==> src/rtl/empty_ptr_pool.sv <==
// Free-address pool for the hash-table data RAM: lazy fresh counter,
// recycle FIFO, show-ahead output register and optional allocation bitmap.
module empty_ptr_pool #(
  parameter int A_WIDTH   = 4,
  parameter int DEPTH     = 2**A_WIDTH,
  parameter int FIRST_PTR = 1,
  parameter bit CHECK_EN  = 1'b1
) (
  input  logic               clk,
  input  logic               srst,
  input  logic [A_WIDTH-1:0] add_empty_ptr,
  input  logic               add_empty_ptr_en,
  input  logic               next_empty_ptr_rd_ack,
  output logic [A_WIDTH-1:0] next_empty_ptr,
  output logic               next_empty_ptr_val,
  output logic [A_WIDTH:0]   free_cnt,
  output logic               err_double_free,
  output logic               err_range,
  output logic               err_underflow
);

  localparam int CW = A_WIDTH + 1;
  localparam int FD = DEPTH - FIRST_PTR;
  localparam int PW = (FD > 1) ? $clog2(FD) : 1;

  localparam logic [CW-1:0] DEPTH_C = CW'(DEPTH);
  localparam logic [CW-1:0] FIRST_C = CW'(FIRST_PTR);
  localparam logic [CW-1:0] FD_C    = CW'(FD);
  localparam logic [CW-1:0] INIT_C  = CW'(DEPTH - FIRST_PTR);
  localparam logic [PW-1:0] LAST_P  = PW'(FD - 1);

  logic [A_WIDTH-1:0]   fifo_mem [FD];
  logic [PW-1:0]        wr_ptr;
  logic [PW-1:0]        rd_ptr;
  logic [CW-1:0]        fifo_cnt;
  logic [CW-1:0]        fresh;
  logic [2**A_WIDTH-1:0] bmap;

  logic [CW-1:0] add_w;
  logic ack_ok;
  logic in_range;
  logic allocated;
  logic fifo_full;
  logic push;
  logic pop;
  logic need;
  logic from_fresh;

  assign add_w     = {1'b0, add_empty_ptr};
  assign ack_ok    = next_empty_ptr_rd_ack & next_empty_ptr_val;
  assign in_range  = (add_w >= FIRST_C) && (add_w < DEPTH_C);
  // an address acked this cycle counts as allocated for a same-cycle release
  assign allocated = !CHECK_EN || bmap[add_empty_ptr] ||
                     (ack_ok && (next_empty_ptr == add_empty_ptr));
  assign fifo_full = (fifo_cnt == FD_C);
  assign push      = add_empty_ptr_en & in_range & allocated & ~fifo_full;
  assign need      = ~next_empty_ptr_val | ack_ok;
  assign pop       = need & (fifo_cnt != '0);
  assign from_fresh = need & ~pop & (fresh < DEPTH_C);

  always_ff @(posedge clk) begin
    if (push) fifo_mem[wr_ptr] <= add_empty_ptr;
  end

  always_ff @(posedge clk) begin
    if (srst) begin
      wr_ptr             <= '0;
      rd_ptr             <= '0;
      fifo_cnt           <= '0;
      fresh              <= FIRST_C;
      next_empty_ptr     <= '0;
      next_empty_ptr_val <= 1'b0;
      free_cnt           <= INIT_C;
      err_double_free    <= 1'b0;
      err_range          <= 1'b0;
      err_underflow      <= 1'b0;
    end else begin
      err_underflow   <= next_empty_ptr_rd_ack & ~next_empty_ptr_val;
      err_range       <= add_empty_ptr_en & ~in_range;
      err_double_free <= add_empty_ptr_en & in_range &
                         (~allocated | fifo_full);
      if (push)
        wr_ptr <= (wr_ptr == LAST_P) ? '0 : wr_ptr + 1'b1;
      if (pop)
        rd_ptr <= (rd_ptr == LAST_P) ? '0 : rd_ptr + 1'b1;
      case ({push, pop})
        2'b10:   fifo_cnt <= fifo_cnt + 1'b1;
        2'b01:   fifo_cnt <= fifo_cnt - 1'b1;
        default: ;
      endcase
      case ({push, ack_ok})
        2'b10:   free_cnt <= free_cnt + 1'b1;
        2'b01:   free_cnt <= free_cnt - 1'b1;
        default: ;
      endcase
      if (pop) begin
        next_empty_ptr     <= fifo_mem[rd_ptr];
        next_empty_ptr_val <= 1'b1;
      end else if (from_fresh) begin
        next_empty_ptr     <= fresh[A_WIDTH-1:0];
        next_empty_ptr_val <= 1'b1;
        fresh              <= fresh + 1'b1;
      end else if (need) begin
        next_empty_ptr_val <= 1'b0;
      end
    end
  end

  generate
    if (CHECK_EN) begin : g_bmap
      always_ff @(posedge clk) begin
        if (srst) begin
          bmap <= '0;
        end else begin
          if (ack_ok) bmap[next_empty_ptr] <= 1'b1;
          if (push)   bmap[add_empty_ptr]  <= 1'b0;
        end
      end
    end else begin : g_nobmap
      assign bmap = '0;
    end
  endgenerate

endmodule

==> config.mk <==
export PLATFORM = sky130hd
export DESIGN_NAME = empty_ptr_pool
export DESIGN_NICKNAME = d
export VERILOG_FILES = /design/src/rtl/empty_ptr_pool.sv
export SDC_FILE = /design/constraint.sdc
export NUM_CORES = 1
export LEC_CHECK = 0
export BUFFER_PORTS_ARGS = -buffer_cell sky130_fd_sc_hd__buf_2
export CORE_UTILIZATION = 25
export CTS_BUF_LIST = sky130_fd_sc_hd__clkbuf_8
export DETAILED_ROUTE_END_ITERATION = 7
export GPL_TIMING_DRIVEN = 0
export SLEW_MARGIN = 20
export SYNTH_ARGS = -nofsm -noshare
export SYNTH_HDL_FRONTEND = slang
export SYNTH_SLANG_ARGS = --single-unit
==> constraint.sdc <==
create_clock -name clk -period 5.3 [get_ports clk]
set_clock_uncertainty 0.15 [all_clocks]
set_input_delay 0.53 -clock clk [delete_from_list [all_inputs] [get_ports clk]]
set_output_delay 0.53 -clock clk [all_outputs]
set_load 0.03 [all_outputs]
==> impl_metrics.tcl, run 1 <==
set metrics [dict create \
    dp_cells 689 \
    stdcell_count 705 \
    vias_per_cell 4.67 \
    io_buffers 20 \
    critPathCaptureType "flop" \
    ir_drop_mv 0.124 \
    drt_drc_violations_left 0 \
    gp_congestion 0.781 \
    post-cts-setup-buffer-count 0 \
    drive_gt1_frac 0.164 \
    synth_compound_area_frac 0.111 \
    clk_pin_slew_ps 100 \
    hold_viol_final 0 \
    synth_seq_area_share 0.570 \
    ys_ff_latch 111 \
    grt-ovfl-total 0 \
    slew_viol_final 0 \
    finalSetupTns_ps 0 \
    pwr-share-clk 0.242 \
    synthesis.area_um2 4950 \
    via_count 3294 \
    start_util 0.254 \
    cts_hold_buf 0 \
    synth_area_per_cell_um2 12.3 \
    first_pass_iters 4 \
    die_area_um2 20400 \
    cpLargestDelayFamily "buffers and inverters" \
    dp_hpwl_um 7540 \
    tightest_slew_ps 714 \
    finalNetCount 451 \
    switching_power_mw 0.764 \
    placed_area_um2 5380 \
    path_class "input pin to flop" \
    hp-class "input pin to flop" \
    cts_resized 0 \
    p_int_mw 1.54 \
    synthXorXnorAreaFrac 0.0248 \
    async_flop_share 0 \
    timing.final.crit_share 0.761 \
    ys_warn_count 0 \
    clk-insertion-delay-late_ps 380 \
    layout_commonest_cell "edfxtp_1" \
    seq_power_share 0.451 \
    rows 51 \
    diodes 0 \
    cts_buffers 9 \
    synth-adder-area-share 0.0202 \
    p_comb_frac 0.307 \
    cp_slowest_cell "o31a_4" \
    synth_top_family_by_area "simple AND/OR/NAND/NOR gates" \
    crit_chain "buf_2 > buf_2 > mux2i_1 > a22oi_1 > and4_1 > o31a_4 > inv_4 > ha_1 > clkbuf_1 > xor2_1 > ha_1 > o21a_1 > o22a_1 > a21oi_1 > xor2_1 > or3_1 > a21oi_1" \
    ff2ff_setup_slack_ps 1360 \
    antenna_found_initial 0 \
    coreArea_um2 19500 \
    synth_mux_area_frac 0.108 \
    cp-startpoint "add_empty_ptr[0]" \
    switching_share 0.332 \
    clockBufferDepth 2 \
    p_leak_nw 1.85 \
    critPathMaxStageDelay_ps 350 \
    grt_setup_unrepaired "false" \
    synth_enable_flop_cells 60 \
    fin_area_um2 5600 \
    ioPinCount 21 \
    final_antenna_net_count 0 \
    grt_usage 0.112 \
    drt-initial-drc-count 367 \
    drv_cap 0 \
    reg2reg_from "next_empty_ptr[2]" \
    timing.critical_path.required_ps 5460 \
    period_needed_ps 4030 \
    first_global_vias 3389 \
    grt_pass1_wl_um 17700 \
    critPathBufInv 4 \
    cts_sinks 111 \
    synth_cell_types 54 \
    min-delay-start "add_empty_ptr_en" \
    cts_root_buf "clkbuf_8" \
    cp_max_fo 18 \
    grt_max_degree 19 \
    status "finished clean" \
    cts_tree "done" \
    finalSetupViolations 0 \
    h-tree-depth 3 \
    die_h_um 143 \
    wl_um 10700 \
    ys.flop_type "edfxtp_1" \
    synthSimpleGateAreaFrac 0.139 \
    syn_to_final_growth_pct 13.2 \
    synth_cells 404 \
    cp.arrival_ps 4190 \
    final_cell_mix "edfxtp_1 (60), dfxtp_1 (51), nor2_1 (33), a21oi_1 (31), buf_2 (24)" \
    wl_per_cell_um 15.1 \
    die_w_um 143 \
    power_density_nw_per_um2 411 \
    syn-num-nets 420 \
    fmax_ghz 0.248 \
    slew_headroom 0.520 \
    start_kind "input pin" \
]
sequential cells by signal (all words and copies together) (netlist names), 4 cells and up, named ones only:
name	cells
fifo_mem	60
fifo_cnt	5
wr_ptr	4
fresh	5
free_cnt	5
rd_ptr	4
bmap	16
next_empty_ptr	4
cell usage after synthesis, types with 3 or more instances:
cell,instances,area (um2)
a211oi_1,10,75.1
a21oi_1,31,155
a22oi_1,5,37.5
a311oi_1,3,26.3
a31oi_1,8,50.1
and3_1,5,31.3
buf_2,4,20.0
clkbuf_1,20,75.1
dfxtp_1,51,1020
edfxtp_1,60,1800
ha_1,8,100
inv_1,3,11.3
mux2i_1,15,150
mux4_2,16,360
nand2_1,20,75.1
nand2b_1,4,25.0
nand3_1,6,30.0
nand3b_1,4,30.0
nor2_1,33,124
nor2b_1,13,81.3
nor3_1,12,60.1
nor3b_1,4,30.0
o21ai_0,11,55.1
or3_1,5,31.3
or3_4,3,33.8
xor2_1,13,114
cell type report:
type	count	area [um2]
Timing Repair Buffer	20	100
Clock inverter	6	83.8
Multi-Input combinational cell	263	2000
Fill cell	1987	13900
Sequential cell	111	2820
Inverter	4	17.5
Buffer	26	114
Clock buffer	10	138
Tap cell	265	332
through the flow:
step / utilization / hold WS (ps) / power (mW) / setup slack (ps)
after global routing: 0.288 / 274 / 2.44 / 984
after global placement: 0.277 / 310 / 1.74 / 971
after CTS: 0.288 / 237 / 2.32 / 1260
after detailed placement: 0.277 / 317 / 1.77 / 871
after floorplan: - / 282 / 1.59 / 1490
final: 0.288 / 259 / 2.30 / 1270
cells by family (layout without fill, tap and decap cells):
family | after synthesis | in the layout
AO/OA/AOI/OAI | 85 | 85
flip-flops | 111 | 111
AND/OR/NAND/NOR | 123 | 123
adder cells (fa/ha/maj) | 8 | 8
buffers and inverters | 30 | 66
XOR/XNOR | 14 | 14
multiplexers | 33 | 33
power by group through the flow:
stage                     Combinational (mW)  Sequential [mW]  Clock [mW]
after floorplan                        0.515             1.08           0
after global placement                 0.691             1.05           0
final                                  0.707             1.04       0.558
after CTS                              0.712             1.04       0.574
after detailed placement               0.709             1.06           0
after global routing                   0.790             1.05       0.603
metal layers:
layer,global-route usage,routed length [um],vias up,share of wire
met5,0,0,-,0
met4,0.0498,205,0,0.019
met3,0.0154,386,14,0.036
met2,0.191,5260,64,0.49
met1,0.141,4830,1633,0.45
li1,-,-,1583,-
worst reg2reg max path: stages (launching register included):
cell and delay, ps:
dfxtp_1 330, buf_2 180, xor2_1 190, or4_4 500
o31ai_2 240, o31a_4 270, inv_4 120, ha_1 250
clkbuf_1 200, xor2_1 180, ha_1 220, o21a_1 180
o22a_1 190, a21oi_1 160, xor2_1 90, or3_1 310
a21oi_1 140
worst paths after layout:
kind,endpoint,depth (start not counted)
worst max-delay path,free_cnt[4],17
worst min-delay path,err_double_free,3
worst max register to register,free_cnt[4],16
worst min register to register,bmap[0],2
Note: power is estimated with default switching activity, not from simulation.
==> run 2, diff against run 1 <==
- clock period: 5.3 -> 3.9 ns (I/O delays scaled with it)
==> impl_metrics.tcl, run 2 (synthesis gave the netlist of run 1 again) <==
set metrics [dict create \
    status "finished clean" \
    via_count 3275 \
    cts_buffers 9 \
    clk-insertion-delay-late_ps 380 \
    final_cell_mix "edfxtp_1 (60), dfxtp_1 (51), nor2_1 (32), a21oi_1 (31), buf_2 (21)" \
    final_antenna_net_count 0 \
    finalNetCount 449 \
    first_pass_iters 4 \
    drv_cap 0 \
    p_leak_nw 1.86 \
    p_int_mw 2.10 \
    setup_slack_ps 201 \
    layout_commonest_cell "edfxtp_1" \
    dp_cells 689 \
    cts_sinks 111 \
    die_area_um2 20400 \
    drive_gt1_frac 0.176 \
    syn_to_final_growth_pct 13.4 \
    die_h_um 143 \
    busiest_layer "met2" \
    drt_drc_violations_left 0 \
    cp_max_fo 13 \
    gp_congestion 0.781 \
    largest_register "fifo_mem" \
    dp_hpwl_um 7540 \
    cp_slowest_cell "or4_4" \
    grt_pass1_wl_um 17800 \
    finalSetupTns_ps 0 \
    h-tree-depth 3 \
    diodes 0 \
    critPathBufInv 2 \
    wl_um 10800 \
    grt_usage 0.113 \
    wl_per_cell_um 15.3 \
    slew_viol_final 0 \
    grt-ovfl-total 0 \
    cp.arrival_ps 3820 \
    antenna_found_initial 0 \
    clk_pin_slew_ps 100 \
    tightest_slew_ps 722 \
    path_class "flop to flop" \
    hold_viol_final 0 \
    critPathCaptureType "flop" \
    crit_chain "clkbuf_4 > xor2_1 > or4_4 > o31ai_2 > o31a_4 > inv_4 > ha_1 > xor2_1 > ha_1 > a21oi_1 > nor2b_1 > o21ai_0 > a21o_1 > a31oi_1 > mux2_2" \
    switching_share 0.333 \
    io_buffers 20 \
    first_global_vias 3401 \
    timing.final.crit_share 0.948 \
    slew_headroom 0.515 \
    ir_drop_mv 0.169 \
    critPathMaxStageDelay_ps 500 \
    pwr-share-clk 0.242 \
    start_util 0.254 \
    die_w_um 143 \
    period_needed_ps 3700 \
    cpLargestDelayFamily "compound AO/OA/AOI/OAI gates" \
    grt_setup_unrepaired "false" \
    largest_register_ffs 60 \
    use_met1 0.142 \
    ioPinCount 21 \
    cts_tree "done" \
    switching_power_mw 1.04 \
    coreArea_um2 19500 \
    use_met3 0.0158 \
    cts_root_buf "clkbuf_8" \
    drt-initial-drc-count 405 \
    seq_power_share 0.449 \
    use_met2 0.192 \
    timing.critical_path.required_ps 4020 \
    top_regs "fifo_mem: 60 flops, bmap: 16 flops" \
    fmax_ghz 0.270 \
    post-place-ws_ps -389 \
    p_comb_frac 0.308 \
    grt_max_degree 19 \
    clockBufferDepth 2 \
    rows 51 \
    vias_per_cell 4.66 \
    hp-class "input pin to flop" \
    cts_hold_buf 0 \
    finalSetupViolations 0 \
    start_kind "flop" \
    power_density_nw_per_um2 559 \
    stdcell_count 703 \
]
==> run 2: cell type report <==
type	count	area (um2)
fill	1985	13800
sequential	111	2820
multi-input combinational	263	2000
buffer	23	110
timing repair buffer	21	110
tap	265	332
clock buffer	10	138
clock inverter	6	83.8
inverter	4	17.5
==> run 2: power by group through the flow <==
| stage | sequential (mW) | combinational (mW) | clock [mW] |
|---|---|---|---|
| 2_1_floorplan | 1.46 | 0.700 | 0 |
| 3_3_place_gp | 1.43 | 0.940 | 0 |
| 3_5_place_dp | 1.44 | 0.964 | 0 |
| 4_1_cts | 1.41 | 0.970 | 0.781 |
| 5_1_grt | 1.42 | 1.08 | 0.819 |
| 6_report | 1.41 | 0.968 | 0.761 |
==> run 2: timing repair <==
action,CTS,global route
resized for setup,2,6
hold endpoints to repair,0,0
endpoints found under the setup margin,1,3
buffers inserted,1,0
pin swaps,1,0
==> run 2: final timing paths <==
check | from | endpoint | slack, ps | cells after the start
hold reg to reg | bmap[0] | bmap[0] | 340 | 2
setup reg to reg | next_empty_ptr[2] | fifo_cnt[4] | 200 | 15
setup / recovery | next_empty_ptr[2] | fifo_cnt[4] | 200 | 15
hold / removal | add_empty_ptr_en | err_double_free | 110 | 3
==> run 2: worst min-delay path, cell delays in order <==
cell and delay [ps]:
buf_2 110, nand3b_1 70, a21oi_1 40
==> run 2: stage by stage <==
step | instance area, um2 | utilization | hold slack [ps] | power (mW)
global placement | 5380 | 0.277 | 310 | 2.37
CTS | 5610 | 0.288 | 97.4 | 3.16
finish | 5610 | 0.288 | 113 | 3.14
global route | 5610 | 0.288 | 134 | 3.32
detailed placement | 5380 | 0.277 | 317 | 2.40
floorplan | 4950 | - | 282 | 2.16
==> run 2: metal layers <==
metal / wire (um) / share of wire
met5: 0 / 0
met4: 223 / 0.021
met3: 363 / 0.034
met2: 5310 / 0.49
met1: 4890 / 0.45
